File: src/rtl/pulse_burst_det.sv
// pulse_burst_det
// Receive-side checker for fixed-format pulse bursts. It samples din on every
// rising clock edge and accepts a burst made of exactly PULSES high runs of
// HI_LEN cycles. The high runs are separated by low runs of LO_LEN cycles, and
// the burst ends with GAP consecutive low cycles. It then issues exactly one
// verdict per burst.
//
// Parameters:
//   HI_LEN  required high-run length (>=1)
//   LO_LEN  required low-run length between pulses (>=1)
//   PULSES  required pulse count per burst (>=1)
//   GAP     consecutive lows that terminate a burst (> LO_LEN)
// Ports:
//   clk        system clock, rising edge
//   rst        asynchronous active-high reset
//   din        burst line, already synchronous to clk
//   burst_ok   one-cycle pulse, valid burst completed
//   burst_err  one-cycle pulse, malformed burst detected
//   busy       high while a burst (or error recovery) is in progress
//   pulse_cnt  pulses accepted in the current burst, held while idle
module pulse_burst_det #(
    parameter int HI_LEN = 2,
    parameter int LO_LEN = 1,
    parameter int PULSES = 3,
    parameter int GAP    = 4
) (
    input  logic                        clk,
    input  logic                        rst,
    input  logic                        din,
    output logic                        burst_ok,
    output logic                        burst_err,
    output logic                        busy,
    output logic [$clog2(PULSES+1)-1:0] pulse_cnt
);

    localparam int RUN_MAX = (HI_LEN > GAP) ? HI_LEN : GAP;
    localparam int RW      = $clog2(RUN_MAX + 1);
    localparam int PW      = $clog2(PULSES + 1);

    typedef enum logic [1:0] {
        IDLE,
        HIGH,
        LOW,
        ERR
    } state_t;

    state_t          state, state_n;
    logic [RW-1:0]   run_cnt, run_n, run_inc;
    logic [PW-1:0]   pcnt_n, pcnt_inc;
    logic            ok_n, err_n;

    // Saturating increments: neither counter may ever wrap back to zero.
    assign run_inc  = (run_cnt == RW'(RUN_MAX)) ? run_cnt : run_cnt + RW'(1);
    assign pcnt_inc = (pulse_cnt == PW'(PULSES)) ? pulse_cnt : pulse_cnt + PW'(1);

    // Next-state logic.
    // In HIGH and LOW, run_cnt holds the number of samples already seen in the
    // current run. ERR reuses run_cnt to count the low samples that must be
    // seen in a row before the checker returns to idle.
    always_comb begin
        state_n = state;
        run_n   = run_cnt;
        pcnt_n  = pulse_cnt;
        ok_n    = 1'b0;
        err_n   = 1'b0;
        case (state)
            IDLE: begin
                if (din) begin
                    state_n = HIGH;
                    run_n   = RW'(1);
                    pcnt_n  = '0;
                end
            end
            HIGH: begin
                if (din) begin
                    if (run_cnt < RW'(HI_LEN)) begin
                        run_n = run_inc;
                    end else begin
                        state_n = ERR;
                        err_n   = 1'b1;
                        run_n   = '0;
                    end
                end else if (run_cnt == RW'(HI_LEN)) begin
                    pcnt_n  = pcnt_inc;
                    state_n = LOW;
                    run_n   = RW'(1);
                end else begin
                    state_n = ERR;
                    err_n   = 1'b1;
                    run_n   = '0;
                end
            end
            LOW: begin
                if (!din) begin
                    run_n = run_inc;
                    if (run_inc == RW'(GAP)) begin
                        state_n = IDLE;
                        run_n   = '0;
                        if (pulse_cnt == PW'(PULSES)) begin
                            ok_n = 1'b1;
                        end else begin
                            err_n = 1'b1;
                        end
                    end
                end else if (run_cnt == RW'(LO_LEN) && pulse_cnt < PW'(PULSES)) begin
                    state_n = HIGH;
                    run_n   = RW'(1);
                end else begin
                    state_n = ERR;
                    err_n   = 1'b1;
                    run_n   = '0;
                end
            end
            ERR: begin
                // Only a full quiet gap releases the checker; any high restarts it.
                if (din) begin
                    run_n = '0;
                end else begin
                    run_n = run_inc;
                    if (run_inc == RW'(GAP)) begin
                        state_n = IDLE;
                        run_n   = '0;
                    end
                end
            end
            default: begin
                state_n = IDLE;
                run_n   = '0;
            end
        endcase
    end

    // State and output registers.
    // busy is taken from the next state. It therefore falls in the same cycle
    // that the verdict pulse appears.
    always_ff @(posedge clk or posedge rst) begin
        if (rst) begin
            state     <= IDLE;
            run_cnt   <= '0;
            pulse_cnt <= '0;
            burst_ok  <= 1'b0;
            burst_err <= 1'b0;
            busy      <= 1'b0;
        end else begin
            state     <= state_n;
            run_cnt   <= run_n;
            pulse_cnt <= pcnt_n;
            burst_ok  <= ok_n;
            burst_err <= err_n;
            busy      <= (state_n != IDLE);
        end
    end

endmodule

File: config.mk
export PLATFORM = sky130hd
export DESIGN_NAME = pulse_burst_det
export DESIGN_NICKNAME = d
export VERILOG_FILES = /design/src/rtl/pulse_burst_det.sv
export SDC_FILE = /design/constraint.sdc
export NUM_CORES = 1
export LEC_CHECK = 0
export ABC_AREA = 1
export CAP_MARGIN = 20
export CORE_MARGIN = 1
export CORE_UTILIZATION = 58
export CTS_BUF_LIST = sky130_fd_sc_hd__clkbuf_16
export CTS_CLUSTER_DIAMETER = 150
export DETAILED_ROUTE_END_ITERATION = 10
export GPL_TIMING_DRIVEN = 0
export HOLD_SLACK_MARGIN = 0.1
export PLACE_DENSITY = 0.87
export RECOVER_POWER = 25
export SYNTH_ARGS = -nofsm -noshare
export SYNTH_HDL_FRONTEND = slang
export SYNTH_SLANG_ARGS = --single-unit
File: constraint.sdc
create_clock -name clk -period 3.2 [get_ports clk]
set_clock_uncertainty 0.15 [all_clocks]
set_input_delay 0.48 -clock clk [delete_from_list [all_inputs] [get_ports clk]]
set_output_delay 0.48 -clock clk [all_outputs]
set_load 0.02 [all_outputs]
[Word-level counts from Yosys, hierarchy flattened]
Index checks and enable logic that the tools add are counted.
Cells by class
  order comparisons: 2
  add/subtract/negate cells: 2
  shift operators: 0
  bitwise operators: 0
  divide/modulo/power cells: 0
  eq/ne operators: 12
  reduce and logical (&&, ||, !) cells: 5
  $mul: 0
  muxes and demuxes: 36
Operators by type and width (count)
  $mux 2: 11
  $mux 3: 7
  $mux 1: 14
  $pmux 3 s4: 1
  $ne 2x2->1 const B: 4
  $pmux 2 s4: 1
  $eq 2x2->1 const B: 3
  $eq 3x3->1 const B: 2
  $reduce_and 5->1: 1
  $pmux 2 s2: 1
  $reduce_bool 2->1: 2
  $add 3x1->3 const B: 1
  $eq 3x1->1 const B: 1
  $eq 3x2->1 const B: 1
  $lt 3x2->1 const B: 1
  $add 2x1->2 const B: 1
  $eq 2x1->1 const B: 1
  $logic_not 2->1: 1
  $lt 2x2->1 const B: 1
  $pmux 1 s2: 1
  $logic_and 1x1->1: 1
Storage, ports and cells
  memories kept: 0
  flip-flop bits (word level): 10
  logic and storage cells: 63
  memory bits (read-only): 0
  input bits: 3
  output and inout port bits: 5
  latch bits: 0
  bits in writable memories: 0

[Longest topological paths before layout]
  word-level depth: 7
  gate-level depth with buffers: 11

[Least setup slack after synthesis]
No wires, ideal clock.
  kind: reg-to-reg
  start point: reg run_cnt[0]
  end point: reg busy
  buffers on the path: 0
  slack: 1646 ps
  cell stages (with the launch flop): 11
  library setup time: 118 ps
  arrival time: 1287 ps
  data required time: 2932 ps
  clock period less this slack: 1554 ps
  cell sequence: dfrtp_1 inv_1 ha_1 inv_1 nand2_1 nand2_2 nand4_2 nand2_1 nand2_1 nand2_1 nand2_1
On the way
  cells in the longest elaborated chain, start to end: 7
  elaborated cells between the ends (all ways): 17
  those cells by class: add/sub: 1; order compare: 1; eq/ne: 4; mux: 9; reduce/logical: 2
RTL lines
  from (decl): RTL line 48  | logic [RW-1:0] run_cnt, run_n, run_inc;
  from (signal assigned): RTL line 146  | run_cnt <= run_n;
  $add 3x1->3 / $eq 3x3->1 (equally long branches): RTL line 53  | assign run_inc = (run_cnt == RW'(RUN_MAX)) ? run_cnt : run_cnt + RW'(1);
  $mux 3: RTL line 53
  $eq 3x3->1: RTL line 96, 120
  $mux 2: RTL line 96, 120
  $mux 2, on equally long branches: RTL line 116, 94
  $pmux 2 s4 (*): RTL line 66  | case (state)
  $reduce_bool 2->1 (*): RTL line 150  | busy <= (state_n != IDLE);
  to (signal assigned): RTL line 150
  to (decl): RTL line 32  | output logic busy,
Mark *: on every way between the ends. The rest lies on a longest branch, timed or not.
A chain may end at the register's enable or synchronous reset.

[Worst setup path in the final report]
  start point: reg state[0]
  end point: reg run_cnt[1]
On the way
  cells in the longest elaborated chain, start to end: 2
  elaborated cells between the ends (all ways): 6
  those cells by class: eq/ne: 4; mux: 1; reduce/logical: 1
RTL lines
  from (decl): RTL line 47  | state_t state, state_n;
  from (signal assigned): RTL line 145  | state <= state_n;
  $eq 2x2->1, or another cell as far along: RTL line 66
  $pmux 3 s4 / $ne 2x2->1 (equally long branches)
Several ways; a longest one is shown, not always the timed one.

==> results.md <==
* Min Hold Slack at 0.367 ns
* GRT Total Usage at 0.343
* Register share of total power at 0.216
* Vias per cell at 5.88
* Yosys Warn Count at 0
* Vias in the first global route at 749
* Clock transition at path regs at 0.04 ns
* Nets at 136
* Initial antenna violation count at 0
* Hold EP: pulse_cnt[1]
* Synthesized flop and latch total at 10
* Comb pwr share at 0.572
* First-pass GRT wire length at 3310 µm
* Sequential area share after synthesis at 0.319
* Power Density at 1130 nW/µm²
* Slew headroom at 0.701
* RSZ-0062 raised after global routing: no
* R2R Setup Slk at 1.23 ns
* Slowest-stage cell, CP: o21ai_0
* Placed Instances at 132
* Ratio of cells with drive above 1 in the final layout at 0.0738
* Antenna Nets Post-Route at 0
* Routed vias at 799
* Worst EP required at 3.15 ns
* Die Y at 38.8 µm
* Cells on worst reg2reg path at 6
* Synth unique cells at 20
* Placer Congestion at 0.900
* Period minus WS final at 1.97 ns
* Largest net degree at the start of global routing at 11
* Sw power at 0.000505 W
* Final WL at 2020 µm
* Mapped cell area at 783 µm²
* Maxcap violations at 0
* DRC at 0
* Area of the multi-input gates at 443 µm²
* Worst Path Buf+Inv at 1
* Post-layout util at 0.801
* Register Area at 250 µm²
* Fmax achieved at 508 MHz
* TritonCTS clock tree: yes
* Cells along the critical path: inv_1 -> ha_1 -> o21ai_0 -> nor2_1 -> a31oi_1 -> o22ai_1
* Clock root cell: clkbuf_16
* Worst min path class: register to register
* # hold bufs at CTS at 0
* Clk pwr share at 0.212
* Worst r2r src: state[0]
* Worst IR Drop VDD at 0.683 mV
* Gr ovfl total at 0
* Clk Latency, worst-skew pair at 0.24 ns
* CTS buffer count at 3
* Final Setup Violations at 0
* WL/cell at 14.8 µm
* # IOs at 8
* Largest delay share family, worst path: compound AO/OA/AOI/OAI gates
* Final setup TNS at 0 ns
* ANT cells at 0
* Layout area overhead at 21.2%
* Least-Margin Pin Slew at 0.443 ns
* Arr. time, crit path at 1.92 ns
* TritonRoute pass-1 iters at 6
* Fin. max-slew vios at 0
* Status: finished, final reports clean
* Hold path depth at 2
* Slowest Stage Delay on Critical Path at 0.40 ns
* CP Class: register to register
* Hold Vio Cnt, Final at 0
* Clk sinks at 10
* Mean Syn Cell Area at 7.06 µm²
* Area of the core at 1190 µm²
* Number of port buffers at 7
* Cts repair resizes at 0
* Tcrit/Tclk final at 0.615
* Internal power at 0.000566 W
* Number of placement rows at 12
* Min-delay src: pulse_cnt[1]
* Fillers at 76
* Leakage at 0.496 nW
* 1st-iter DRT viols at 64
* Syn Nets at 124
* Setup Buffers After CTS at 0
* Die area at 1500 µm²
* H-tree depth at 1
* Width of the chip at 38.8 µm
* Max Root-Sink Buffers at 2
* Power Total at 0.00107 W
* Worst Path Max Fanout at 5
* HPWL Detailed at 1300 µm
* Crit path capture type: register
* Syn Inst Count at 111
* Initial core utilization at 0.660
* Sw Ratio at 0.472
* Final Non-Filler Cells at 136
* R2r endpoint: run_cnt[1]
* Worst Setup Start Kind: register
==> worst max-delay path by stage <==
stage / cells after the start / end / slack (ns) / start
2_1_floorplan: 10 / busy / 1.65 / run_cnt[0]
4_1_cts: 6 / run_cnt[1] / 1.29 / state[0]
5_1_grt: 8 / run_cnt[0] / 1.18 / din
6_report: 6 / run_cnt[1] / 1.23 / state[0]
3_5_place_dp: 8 / run_cnt[0] / 1.10 / din
3_3_place_gp: 8 / run_cnt[0] / 1.17 / din
==> power groups by stage <==
stage	clock (W)	combinational [W]	sequential, W
4_1_cts	0.000226	0.000602	0.000232
6_report	0.000227	0.000613	0.000231
3_3_place_gp	0	0.000552	0.000228
5_1_grt	0.000232	0.000679	0.000240
2_1_floorplan	0	0.000403	0.000253
3_5_place_dp	0	0.000578	0.000233
==> flip-flops by register name, summed over array words and instances, names as in the netlist <==
| register | cells |
|---|---|
| state | 2 |
| burst_err | 1 |
| pulse_cnt | 2 |
| busy | 1 |
| burst_ok | 1 |
| run_cnt | 3 |
==> worst min-delay path, cell delays in order, from the launching register on <==
cell     delay (ns)
dfrtp_1        0.36
nand2_1        0.05
o21ai_0        0.06
==> kinds of logic (layout without fill, tap and decap cells) <==
logic type	after synthesis	after routing	synth area share
fa+ha+maj	10	10	0.160
buf+inv	23	34	0.115
compound gates	18	18	0.126
flops	10	10	0.319
simple gates	50	50	0.280
==> per-layer routing <==
metal | GRT usage | part of all wire
met4 | 0.233 | 0.063
met2 | 0.592 | 0.48
met1 | 0.363 | 0.37
met3 | 0.0809 | 0.083
met5 | 0 | 0
==> Yosys cell counts <==
cell       n  area (µm²)
buf_4      1        7.51
nor2_1     9        33.8
nand4_1    2        12.5
inv_2      2        7.51
inv_1     20        75.1
o22ai_1    2        12.5
a21oi_1    9        45.0
nor3_1     1        5.00
o21ai_0    4        20.0
nor2_2     1        6.26
ha_1      10         125
nand4_2    1        12.5
a211oi_1   1        7.51
nand3_1    6        30.0
a31oi_1    1        6.26
o211ai_1   1        7.51
nand2_2    1        6.26
dfrtp_1   10         250
nand3b_1   1        7.51
nand2_1   28         105
==> per-stage QoR <==
step,area (µm²),setup WS (ns)
floorplan,783,1.65
finish,950,1.23
global placement,871,1.17
detailed placement,871,1.10
CTS,950,1.29
global route,950,1.18
==> layout make-up <==
cell class	count	share of cell area
Clock buffer	3	0.0791
Sequential cell	10	0.264
Buffer	1	0.00791
Clock inverter	1	0.00395
Timing Repair Buffer	7	0.0738
Inverter	22	0.0870
Tap cell	14	0.0184
Multi-Input combinational cell	78	0.466
==> placed cells by master (no fill, tap or decap), types with 2 or more instances in the layout <==
master	count
a21oi_1	9
clkbuf_16	3
clkdlybuf4s50_1	6
dfrtp_1	10
ha_1	10
inv_1	20
inv_2	2
nand2_1	28
nand3_1	6
nand4_1	2
nor2_1	9
o21ai_0	4
o22ai_1	2
No activity file was read; power rests on OpenSTA's default activity.
==> RTL edit: new RTL, config.mk and constraints unchanged <==
`HI_LEN`: 2 -> 4.
--- a/src/rtl/pulse_burst_det.sv
+++ b/src/rtl/pulse_burst_det.sv
@@ -20,5 +20,5 @@
 //   pulse_cnt  pulses accepted in the current burst, held while idle
 module pulse_burst_det #(
-    parameter int HI_LEN = 2,
+    parameter int HI_LEN = 4,
     parameter int LO_LEN = 1,
     parameter int PULSES = 3,
Behaviour: not the same (a bounded check fails within 4 cycles, from zero or initial values and one cycle with rst high).
==> RTL edit against the original RTL <==
  * Highest routed layer unchanged
  * Non-clock buffer count down 1
  * Wire length down 11%
  * Critical path type unchanged
  * Area after synthesis unchanged
  * Cell area down 0.40%
  * Worst setup slack better by 0.046 ns
  * Sequential cell count unchanged
  * Largest cell class unchanged
  * Total power down 11%
==> RTL edit: results (changes against the original RTL) <==
The clock-pin slew of the registers on the worst-case setup and hold paths was 0.04 ns (about the same); the initial antenna violation count was 0 (unchanged). Final-layout fill cell count: 77 (was 76). Kind of cell adding the most delay to the critical path: simple AND/OR/NAND/NOR gates (was compound AO/OA/AOI/OAI gates). The net count after synthesis came out at 117 (was 124). The number of H-tree levels is 1 (unchanged), and the number of vias per cell is 5.674 (was 5.875).

The via count of the first global-routing pass is 664 (was 749), and the number of gates resized after cts is 0 (unchanged). For the number of DRC violations after detailed-routing iteration 0, the log shows 27 (was 64). The type of the worst min-delay path is register to register (unchanged). The logs give 2760 um (was 3312 um) for the wire length of the first global-routing pass and 72.79% (was 70.15%) for the remaining max-slew budget at the tightest pin.

Number of nets with antenna violations after routing: 0 (unchanged). Counting stages on the worst path, the most repeated cell is inv_1. For the number of setup buffers added after CTS, the log shows 0 (unchanged).

The number of warning messages in the yosys log is 0 (unchanged). The insertion delay of the later-clocked pin in the worst-skew pair is 0.24 ns (about the same). The first-pass detailed-route iteration total came out at 4 (was 6). The tools report the number of distinct standard cells referenced by the synthesized netlist as 21 (was 20).

Combined global-route utilization of all metal layers: 28.68% (was 34.34%). The largest net degree at the start of global routing was 11 (unchanged). Commonest cells in the synthesized netlist: nand2_1, inv_1, dfrtp_1 (was nand2_1, inv_1, dfrtp_1, ha_1). The number of nets in the layout was 129 (was 136); the number of port buffers was 7 (unchanged). The primary flip-flop cell chosen by synthesis mapping was dfrtp_1 (unchanged). The routed wire length is 1786 um (was 2018 um), and the maximum fanout encountered on the critical timing path is 8 (was 5).

Worst ir drop on vdd: 0.6320 mV (was 0.6832 mV). The highest-delay cell along the critical path was dfrtp_1 (was o21ai_0). The sequential cell area fraction in the yosys report was 31.95% (unchanged); the arrival time at the worst endpoint was 1.95 ns (was 1.92 ns). The flow ran to the end, and the final reports show no timing, DRC or antenna violations.

Leading post-synthesis cells by cell area: dfrtp_1, ha_1, nand2_1 (unchanged). The power spent charging and discharging nets came out at 0.4215 mW (was 0.5050 mW). For the number of inserted diodes, the log shows 0 (unchanged). The leakage dissipation was 0.4715 nW (was 0.4962 nW). The cell at the root of the clock tree is clkbuf_16 (unchanged). Largest regs: run_cnt (3), pulse_cnt (2), state (2) (unchanged).

The largest stage delay on the critical path is 0.44 ns (was 0.40 ns), and the share of final-layout standard cells stronger than drive strength 1 is 14.78% (was 7.377%). The count of max-cap constraint violations was 0 (unchanged); the number of buffers created by CTS was 3 (unchanged). The run gives 2 (unchanged) as the maximum count of clock buffers along a single path.

The routability-driven placement congestion ratio is 0.8650 (was 0.8999), and the HPWL after detailed placement is 1251 um (was 1301 um). Fraction of synthesis flops using an asynchronous set or reset pin: 100.0% (unchanged).
[RTL edit: cell types whose count changed after synthesis, sizes merged, moves of 2 or more]
cell and change:
nand4 -3, inv -2, a21oi -7, nand3 +4
o21ai +2
[RTL edit: worst paths after layout]
kind                            cells after the start      endpoint  slack (ns)    startpoint
worst max-delay path                                8      state[0]        1.28      state[1]
worst min-delay path                                1  pulse_cnt[0]        0.41  pulse_cnt[0]
worst max register to register                      8      state[0]        1.28      state[1]
worst min register to register                      1  pulse_cnt[0]        0.41  pulse_cnt[0]
max in group asynchronous                           2      burst_ok        2.09           rst
min in group asynchronous                           2    run_cnt[2]        0.52           rst
[RTL edit: area by class of cell]
class                           count  area share (%)
Sequential cell                    10           26.46
Timing Repair Buffer                7           7.407
Tap cell                           14           1.852
Multi-Input combinational cell     75           48.41
Inverter                           20           7.937
Clock buffer                        3           7.937
[RTL edit: logic make-up after synthesis]
family	Yosys count	synth area share, %
and+or+nand+nor	52	33.23
DFF	10	31.95
adders and majority gates	9	14.38
AOI/OAI and AO/OA	14	10.86
buffers and inverters	20	9.584
[RTL edit: per-stage QoR]
stage | instance area [um^2] | hold WS [ns] | setup WS, ns | std cells | util [%]
2_1_floorplan | 783.3 | 0.1702 | 1.615 | 105 | -
3_3_place_gp | 870.8 | 0.3914 | 1.178 | 126 | 73.42
3_5_place_dp | 870.8 | 0.3977 | 1.160 | 126 | 73.42
4_1_cts | 945.9 | 0.4053 | 1.295 | 129 | 79.75
5_1_grt | 945.9 | 0.4252 | 1.155 | 129 | 79.75
6_report | 945.9 | 0.4071 | 1.277 | 129 | 79.75
[RTL edit: metal layers]
| layer | track usage (%) | wire, um | up-vias |
|---|---|---|---|
| li1 | - | - | 357 |
| met3 | 8.092 | 70 | 6 |
| met1 | 31.02 | 762 | 346 |
| met4 | 17.24 | 43 | 0 |
| met5 | 0 | 0 | - |
| met2 | 48.75 | 910 | 23 |
[RTL edit: power by group through the flow]
stage	logic, mW	registers [mW]	clock network [mW]
after CTS	0.512	0.221	0.218
after detailed placement	0.499	0.218	0
final	0.514	0.222	0.218
after global routing	0.566	0.226	0.225
after global placement	0.479	0.217	0
after floorplan	0.352	0.238	0
